### config.mk
export PLATFORM = sky130hd
export DESIGN_NAME = modexp_ctrl
export DESIGN_NICKNAME = d
export VERILOG_FILES = /design/src/rtl/modexp_ctrl_pkg.sv /design/src/rtl/modexp_watchdog.sv /design/src/rtl/modexp_ctrl.sv
export SDC_FILE = /design/constraint.sdc
export NUM_CORES = 1
export LEC_CHECK = 0
export ABC_AREA = 1
export BUFFER_PORTS_ARGS = -buffer_cell sky130_fd_sc_hd__clkbuf_2
export CAP_MARGIN = 5
export CORE_ASPECT_RATIO = 0.6
export CORE_MARGIN = 5
export CORE_UTILIZATION = 45
export DETAILED_ROUTE_END_ITERATION = 10
export PLACE_DENSITY = 0.67
export RECOVER_POWER = 100
export SLEW_MARGIN = 20
export SYNTH_ARGS = -nofsm -noshare
export SYNTH_HDL_FRONTEND = slang
export SYNTH_SLANG_ARGS = --single-unit
### constraint.sdc
create_clock -name clk -period 1.45 [get_ports clk]
set_clock_uncertainty 0.05 [all_clocks]
set_input_delay 0.29 -clock clk [delete_from_list [all_inputs] [get_ports clk]]
set_output_delay 0.29 -clock clk [all_outputs]
set_load 0.01 [all_outputs]
### src/rtl/modexp_ctrl_pkg.sv
// Shared definitions for the modular-exponentiation sequencer.
// State encodings and op_sel codes are also used by the datapath.
package modexp_ctrl_pkg;

  localparam logic [2:0] ST_IDLE      = 3'd0;
  localparam logic [2:0] ST_LOAD      = 3'd1;
  localparam logic [2:0] ST_SQ_START  = 3'd2;
  localparam logic [2:0] ST_SQ_WAIT   = 3'd3;
  localparam logic [2:0] ST_MUL_START = 3'd4;
  localparam logic [2:0] ST_MUL_WAIT  = 3'd5;
  localparam logic [2:0] ST_NEXT      = 3'd6;
  localparam logic [2:0] ST_DONE      = 3'd7;

  typedef enum logic [2:0] {
    IDLE      = ST_IDLE,
    LOAD      = ST_LOAD,
    SQ_START  = ST_SQ_START,
    SQ_WAIT   = ST_SQ_WAIT,
    MUL_START = ST_MUL_START,
    MUL_WAIT  = ST_MUL_WAIT,
    NEXT      = ST_NEXT,
    DONE      = ST_DONE
  } state_t;

  localparam logic OP_SQUARE = 1'b0;
  localparam logic OP_MULT   = 1'b1;

  function automatic logic is_wait(input state_t s);
    return (s == SQ_WAIT) || (s == MUL_WAIT);
  endfunction

endpackage

### src/rtl/modexp_watchdog.sv
// Per-operation watchdog: counts cycles spent waiting for op_done.
// expired is high once the count has reached TIMEOUT.
module modexp_watchdog #(
  parameter int TIMEOUT = 1023
) (
  input  logic clk,
  input  logic reset,
  input  logic clear,
  input  logic enable,
  output logic expired
);

  localparam int CW = (TIMEOUT > 0) ? $clog2(TIMEOUT + 1) : 1;
  localparam logic [CW-1:0] LIMIT = CW'(TIMEOUT);

  logic [CW-1:0] count;

  // Clear on wait-state entry, count up while waiting, saturate at limit
  always_ff @(posedge clk) begin
    if (!reset) begin
      count <= '0;
    end else if (clear) begin
      count <= '0;
    end else if (enable && count != LIMIT) begin
      count <= count + CW'(1);
    end
  end

  assign expired = (count == LIMIT);

endmodule

### src/rtl/modexp_ctrl.sv
// Left-to-right square-and-multiply sequencer for the modexp datapath.
// Registered Moore outputs, bit-index down-counter, watchdog and abort.
module modexp_ctrl
  import modexp_ctrl_pkg::*;
#(
  parameter int EXP_W   = 16,
  parameter int TIMEOUT = 1023,
  localparam int IDX_W  = (EXP_W > 1) ? $clog2(EXP_W) : 1
) (
  input  logic             clk,
  input  logic             reset,
  input  logic             go,
  input  logic             abort,
  input  logic             exp_bit,
  input  logic             op_done,
  output logic             load,
  output logic             op_start,
  output logic             op_sel,
  output logic [IDX_W-1:0] bit_idx,
  output logic             running,
  output logic             done,
  output logic             err
);

  state_t state;
  state_t nxt;
  logic   err_n;
  logic   in_wait;
  logic   wd_clear;
  logic   wd_enable;
  logic   wd_expired;

  assign in_wait   = is_wait(state);
  assign wd_clear  = (state == SQ_START) || (state == MUL_START);
  assign wd_enable = in_wait && !op_done;

  modexp_watchdog #(
    .TIMEOUT(TIMEOUT)
  ) u_wd (
    .clk    (clk),
    .reset  (reset),
    .clear  (wd_clear),
    .enable (wd_enable),
    .expired(wd_expired)
  );

  // Next-state decode; abort outranks watchdog, which outranks op_done
  always_comb begin
    nxt   = state;
    err_n = 1'b0;
    unique case (state)
      IDLE:      if (go) nxt = LOAD;
      LOAD:      nxt = SQ_START;
      SQ_START:  nxt = SQ_WAIT;
      SQ_WAIT:   if (op_done) nxt = exp_bit ? MUL_START : NEXT;
      MUL_START: nxt = MUL_WAIT;
      MUL_WAIT:  if (op_done) nxt = NEXT;
      NEXT:      nxt = (bit_idx == '0) ? DONE : SQ_START;
      DONE:      nxt = IDLE;
      default:   nxt = IDLE;
    endcase
    if (in_wait && !op_done && wd_expired) begin
      nxt   = IDLE;
      err_n = 1'b1;
    end
    if (state != IDLE && abort) begin
      nxt   = IDLE;
      err_n = 1'b1;
    end
  end

  // State, bit index and outputs all registered from the next state
  always_ff @(posedge clk) begin
    if (!reset) begin
      state    <= IDLE;
      bit_idx  <= '0;
      load     <= 1'b0;
      op_start <= 1'b0;
      op_sel   <= OP_SQUARE;
      running  <= 1'b0;
      done     <= 1'b0;
      err      <= 1'b0;
    end else begin
      state <= nxt;
      if (state == IDLE && nxt == LOAD) begin
        bit_idx <= IDX_W'(EXP_W - 1);
      end else if (state == NEXT && nxt == SQ_START) begin
        bit_idx <= bit_idx - IDX_W'(1);
      end
      load     <= (nxt == LOAD);
      op_start <= (nxt == SQ_START) || (nxt == MUL_START);
      op_sel   <= (nxt == MUL_START || nxt == MUL_WAIT)
                  ? OP_MULT : OP_SQUARE;
      running  <= (nxt != IDLE) && (nxt != DONE);
      done     <= (nxt == DONE);
      err      <= err_n;
    end
  end

endmodule

### Word-level counts from Yosys, hierarchy flattened

Cells that the tools add are included.

| storage, ports and cells | value |
|---|---|
| register bits | 23 |
| bits of input ports | 6 |

| cells by class | value |
|---|---|
| $add $sub $neg | 2 |
| bitwise logic cells | 1 |
| equal/unequal tests | 15 |
| reductions and logical operators | 18 |
| muxes and demuxes | 13 |

Operator list:

| cell | count |
|---|---|
| case mux 3 bit (8 select lines) | 1 |
| == test 3 bit (second input constant) | 7 |
| two-way mux 3 bit | 6 |
| adder 10 x 1 -> 10 bit (second input constant) | 1 |
| == test 10 bit (second input constant) | 1 |
| inequality test 10 bit (second input constant) | 1 |
| == test 3 x 2 -> 1 bit (second input constant) | 3 |
| two-way mux 4 bit | 2 |
| logical AND 1 bit | 7 |
| == test 3 x 1 -> 1 bit (second input constant) | 2 |
| nonzero test 3 bit | 2 |
| logical NOT 4 bit | 1 |
| logical OR 1 bit | 4 |
| subtractor 4 x 1 -> 4 bit (second input constant) | 1 |
| logical NOT 3 bit | 1 |
| two-way mux 1 bit | 3 |
| inequality test 3 bit (second input constant) | 1 |
| two-way mux 2 bit | 1 |
| nonzero test 2 bit | 1 |
| OR reduction 2 bit | 1 |
| logical NOT 1 bit | 1 |
| NOT 1 bit | 1 |

### Depth between registers and ports, before layout

| depth | value |
|---|---|
| word-level depth | 10 |
| gate-level depth with buffers | 12 |
| mapped depth without buffers | 12 |

### By module

Synthesis repeated with hierarchy kept, for this count alone.

| unflattened totals | value |
|---|---|
| cells, all modules | 196 |
| area, all modules | 1386.3 µm² |

By module, submodules not included:

| module | cells each | area an instance (µm²) | times used |
|---|---|---|---|
| modexp_ctrl | 107 | 772.0 | 1 |
| modexp_watchdog | 89 | 614.3 | 1 |

### Worst setup path before layout

OpenSTA, ideal clock, no wires.

| path | value |
|---|---|
| path kind | register to register |
| start point | register u_wd.count[0] |
| end point | register bit_idx[3] |
| period minus slack after synthesis | 1.597 ns |
| stages on the path, launching flop included | 13 |
| slack | -0.147 ns |
| arrival | 1.412 ns |
| cell sequence | dfxtp_1 ha_1 inv_1 nor2_2 nand2_2 nor2_4 nand2_2 nand2_4 nor2_4 nand2_2 nand3_1 nand2_1 a21oi_2 |

| between the ends | value |
|---|---|
| word-level cells in the longest chain between the ends | 7 |

RTL lines:

| item | line | RTL |
|---|---|---|
| start: declaration | modexp_watchdog.sv:16 | `logic [CW-1:0] count;` |
| start signal: assignment | modexp_watchdog.sv:25 | `count <= count + CW'(1);` |
| == test 10 bit (*) | modexp_watchdog.sv:29 | `assign expired = (count == LIMIT);` |
| logical AND 1 bit (*) | modexp_ctrl.sv:62 | `if (in_wait && !op_done && wd_expired) begin` |
| two-way mux 3 bit (*) | modexp_ctrl.sv:62 |  |
| two-way mux 3 bit (*) | modexp_ctrl.sv:66 | `if (state != IDLE && abort) begin` |
| == test 3 x 1 -> 1 bit or == test 3 x 2 -> 1 bit (tied branches) | modexp_ctrl.sv:85, modexp_ctrl.sv:87 |  |
| logical AND 1 bit (on tied branches) | modexp_ctrl.sv:85, modexp_ctrl.sv:87 |  |
| two-way mux 4 bit or nonzero test 2 bit (tied branches) | n/a |  |
| end signal: assignment | modexp_ctrl.sv:86 | `bit_idx <= IDX_W'(EXP_W - 1);` |
| end signal: assignment | modexp_ctrl.sv:88 | `bit_idx <= bit_idx - IDX_W'(1);` |
| end: declaration | modexp_ctrl.sv:19 | `output logic [IDX_W-1:0] bit_idx,` |

Mark *: on every way between the ends. The rest lies on a longest branch, timed or not.
A chain may end at the register's enable or synchronous reset.

### Final worst setup path

| path | value |
|---|---|
| start point | register bit_idx[0] |
| end point | register bit_idx[1] |

| between the ends | value |
|---|---|
| word-level cells in the longest chain between the ends | 8 |

RTL lines:

| item | line | RTL |
|---|---|---|
| logical NOT 4 bit | modexp_ctrl.sv:58 | `NEXT: nxt = (bit_idx == '0) ? DONE : SQ_START;` |
| two-way mux 3 bit | modexp_ctrl.sv:58 |  |
| case mux 3 bit (8 select lines) | modexp_ctrl.sv:51 | `unique case (state)` |
| two-way mux 3 bit | modexp_ctrl.sv:62 |  |
| two-way mux 3 bit | modexp_ctrl.sv:66 |  |
| == test 3 x 1 -> 1 bit or == test 3 x 2 -> 1 bit (tied branches) | modexp_ctrl.sv:85, modexp_ctrl.sv:87 |  |
| logical AND 1 bit (on tied branches) | modexp_ctrl.sv:85, modexp_ctrl.sv:87 |  |
| two-way mux 4 bit or nonzero test 2 bit (tied branches) | n/a |  |

Parallel ways exist; a longest one is shown, timed or not. The select of a mux whose other input is x is not followed.

==> impl_summary.log <==
INFO  metric pre_cts_slack = -0.285 ns
INFO  metric layout.core_utilization = 79.0%
INFO  metric drc_viols = 0
INFO  metric total_power = 2590 uW
INFO  metric route.detailed.wl_per_inst = 18.9 um
INFO  metric root_buffer = clkbuf_8
INFO  metric setup-violations-final = 22
INFO  metric height_of_the_chip = 50.3 um
INFO  metric route.vias.total = 1477
INFO  metric power_report.internal_total = 1510 uW
INFO  metric total_standard_cell_area_after_synthesis = 1220 um2
INFO  metric total_leakage_power = 0.000855 uW
INFO  metric yosys.area_share.simple = 40.0%
INFO  metric synth_compound_area_share = 11.3%
INFO  metric synth.distinct_cells = 28
INFO  metric post_layout_nonfiller_instances = 255
INFO  metric grt_first_pass_wirelength = 5.80 mm
INFO  metric grt_remaining_overflow = 0
INFO  metric largest_register_ffs = 10
INFO  metric tightest_slew = 0.323 ns
INFO  metric comb_power_share = 54.2%
INFO  metric layout_top_registers = u_wd.count: 10 flops, bit_idx: 4 flops, state: 3 flops
INFO  metric ctsLongestPathBuffers = 2
INFO  metric synthesis.nets = 167
INFO  metric post_route_cells_drive_above_1_share = 59.6%
INFO  metric critical_path_fanout_max = 5
INFO  metric combinational_family_with_the_most_area_after_synthesis = simple AND/OR/NAND/NOR gates
INFO  metric async_set_reset_flop_share_out_of_synthesis = 0%
INFO  metric total_number_of_nets_in_the_final_design = 233
INFO  metric post_synth.cell_area_avg = 7.72 um2
INFO  metric required = 1.60 ns
INFO  metric die_area = 3890 um2
INFO  metric multi_input_comb_area = 911 um2
INFO  metric failed_checks = setup timing
INFO  metric postSynthRegisterBits = 23
INFO  metric synth.top_cells.by_area = dfxtp_1, nand2_1, inv_1
INFO  metric layout.filler_cells = 143
INFO  metric netlist_instances = 158
INFO  metric yosys.area_share.xor_xnor = 1.44%
INFO  metric dr.first_iter.drc_count = 233
INFO  metric via_per_inst = 5.79
INFO  metric cts_inserted_buffers = 3
INFO  metric max_freq = 556 MHz
INFO  metric synthesis.yosys.warnings = 0
INFO  metric crit_path_start_kind = flip-flop
INFO  metric holdCritPathClass = in -> reg
INFO  metric critical_path_arrival = 1.94 ns
INFO  metric ant_diodes = 0
INFO  metric switching_part_of_the_total = 41.7%
INFO  metric gp_routability_congestion = 0.828
INFO  metric floorplan.initialDensity = 48.0%
INFO  metric crit_path_cell_trace = inv_2 > ha_4 > inv_2 > nor2_4 > nand2_2 > nand3_2 > nand2_4 > nor2_4 > nand2_4 > nand2_4 > nand2_2 > a21oi_2
INFO  metric synth.yosys.seq_area_share = 37.7%
INFO  metric critical_path.max_stage_delay = 0.34 ns
INFO  metric powerDensity = 1290 nW/um2
INFO  metric critPathMostFrequentCell = nand2_4
INFO  metric critical_path_class = reg -> reg
INFO  metric cts.reportedPaths.clkPinSlew = 0.09 ns
INFO  metric grt_antenna_before_repair = 0
INFO  metric outcome = finished, violations left
INFO  metric most_frequently_used_flop_master_after_synthesis = dfxtp_1
INFO  metric synth.area.mux_share = 0%
INFO  metric netlist.top_cell.by_area = dfxtp_1
INFO  metric placementRows = 14
INFO  metric power_frac_seq = 29.9%
INFO  metric drv_slew = 0
INFO  metric dr.pass1.iters = 5
INFO  metric post_synth_fa_ha_maj_area_fraction = 3.08%
INFO  metric antenna_left = 0
INFO  metric gr-usage-all-layers = 18.7%
INFO  metric detailedPlacementHpwl = 2.47 mm
INFO  metric first_global_vias = 1234
INFO  metric tightest_slew_margin_relative_to_the_limit = 78.3%
INFO  metric clkSinkCount = 23
INFO  metric fp.coreArea = 2540 um2
INFO  metric synth.top_cell.area_share = 37.7%
INFO  metric ir_worst_vdd = 0.877 mV
INFO  metric power.switching = 1080 uW
INFO  metric grt_start_max_net_pins = 14
INFO  metric critical_path.endpoint_type = flip-flop
INFO  metric worst_slack = -0.347 ns
INFO  metric timing.max_cap.violations = 0
INFO  metric synth_enable_flop_cells = 0
INFO  metric final_hold_vio_count = 0
INFO  metric worst_skew_pair.late_latency = 0.27 ns
INFO  metric final_cell_mix = buf_4, nand2_1, dfxtp_1
INFO  metric die_w = 77.2 um
INFO  metric cts_tree = built
INFO  metric place.port_buffers = 15
INFO  metric unrepaired_setup_endpoints_after_global_routing = yes
INFO  metric cts-htree-levels = 1
INFO  metric crit_path_top_delay_cell = dfxtp_2
INFO  metric regMostFlops = u_wd.count
INFO  metric layout_commonest_cell = buf_4
INFO  metric design.portCount = 16
INFO  metric layout_worst_path_cycle_share = 124%
INFO  metric pwr-share-clk = 15.9%
INFO  metric drt_wl_total = 4.81 mm
INFO  metric syn_to_final_growth = 64.5%
INFO  metric post-place-cells = 235
INFO  metric min_tclk_post_route = 1.80 ns
INFO  metric ff_latch_area = 479 um2
## stage by stage
step | hold slack [ns] | area [um2] | TNS (ns)
after CTS | 0.227 | 1790 | -1.48
after global routing | 0.207 | 2010 | -5.54
after floorplan | 0.378 | 1260 | -0.419
after global placement | 0.447 | 1600 | -1.33
after detailed placement | 0.463 | 1600 | -3.40
final | 0.208 | 2010 | -4.07
## kinds of logic (layout without fill, tap and decap cells)
logic type / after synthesis / after routing
xor+xnor: 2 / 2
compound gates: 23 / 23
flops: 23 / 23
fa+ha+maj: 3 / 3
simple gates: 86 / 87
buf+inv: 21 / 85
## power by group through the flow
| stage | Combinational [uW] | Sequential [uW] | Clock [uW] |
|---|---|---|---|
| after CTS | 1040 | 763 | 417 |
| after global routing | 1480 | 785 | 445 |
| after detailed placement | 908 | 772 | 0 |
| after floorplan | 509 | 816 | 0 |
| final | 1410 | 776 | 412 |
| after global placement | 872 | 765 | 0 |
## path summary, 6_finish.rpt
| kind | start | end | slack, ns | depth (start not counted) |
|---|---|---|---|---|
| setup / recovery | bit_idx[0] | bit_idx[1] | -0.35 | 12 |
| hold / removal | reset | running | 0.21 | 3 |
| setup reg to reg | bit_idx[0] | bit_idx[1] | -0.35 | 12 |
| hold reg to reg | u_wd.count[9] | u_wd.count[9] | 0.48 | 2 |
## routing by layer
metal | GRT usage, % | up-vias | routed length (um)
met5 | 0 | - | 0
met1 | 24.7 | 678 | 2050
met4 | 4.29 | 0 | 237
li1 | - | 659 | -
met3 | 4.82 | 29 | 402
met2 | 30.7 | 111 | 2120
## worst max-delay path, delay by kind of cell, from the launching register on
family          cells  cell delay (ns)
simple gates        8             0.90
flops               1             0.34
compound gates      1             0.15
fa+ha+maj           1             0.14
buf+inv             2             0.13
## cell type report
| type | count | area share, % |
|---|---|---|
| clock buffers | 3 | 2.06 |
| multi-input cells | 115 | 45.4 |
| flip-flops and latches | 23 | 23.9 |
| well taps | 32 | 2.00 |
| inverters | 20 | 3.99 |
| clock inverters | 1 | 0.249 |
| repair buffers | 61 | 22.4 |
## synth_stat cells (2+ instances only)
cell type,instances
nand3_2,2
a21oi_2,4
nor2_1,14
nand2_4,2
ha_1,3
a21oi_1,9
nor3_1,4
nor2_2,3
o21ai_0,7
nor3_2,3
nand4_1,6
nand2_2,5
nor2_4,4
nand3_1,12
inv_2,3
dfxtp_1,23
inv_1,17
nand2_1,26
xnor2_1,2
## timing repair
action / in CTS / in global routing
setup endpoints to repair: 19 / 22
buffers inserted: 7 / 8
pin swaps: 16 / 23
gates resized for setup: 25 / 42
endpoints found under the hold margin: 0 / 0
hold buffers: 0 / 0
cloned: 1 / 0
Power figures use the tool's default switching activity.
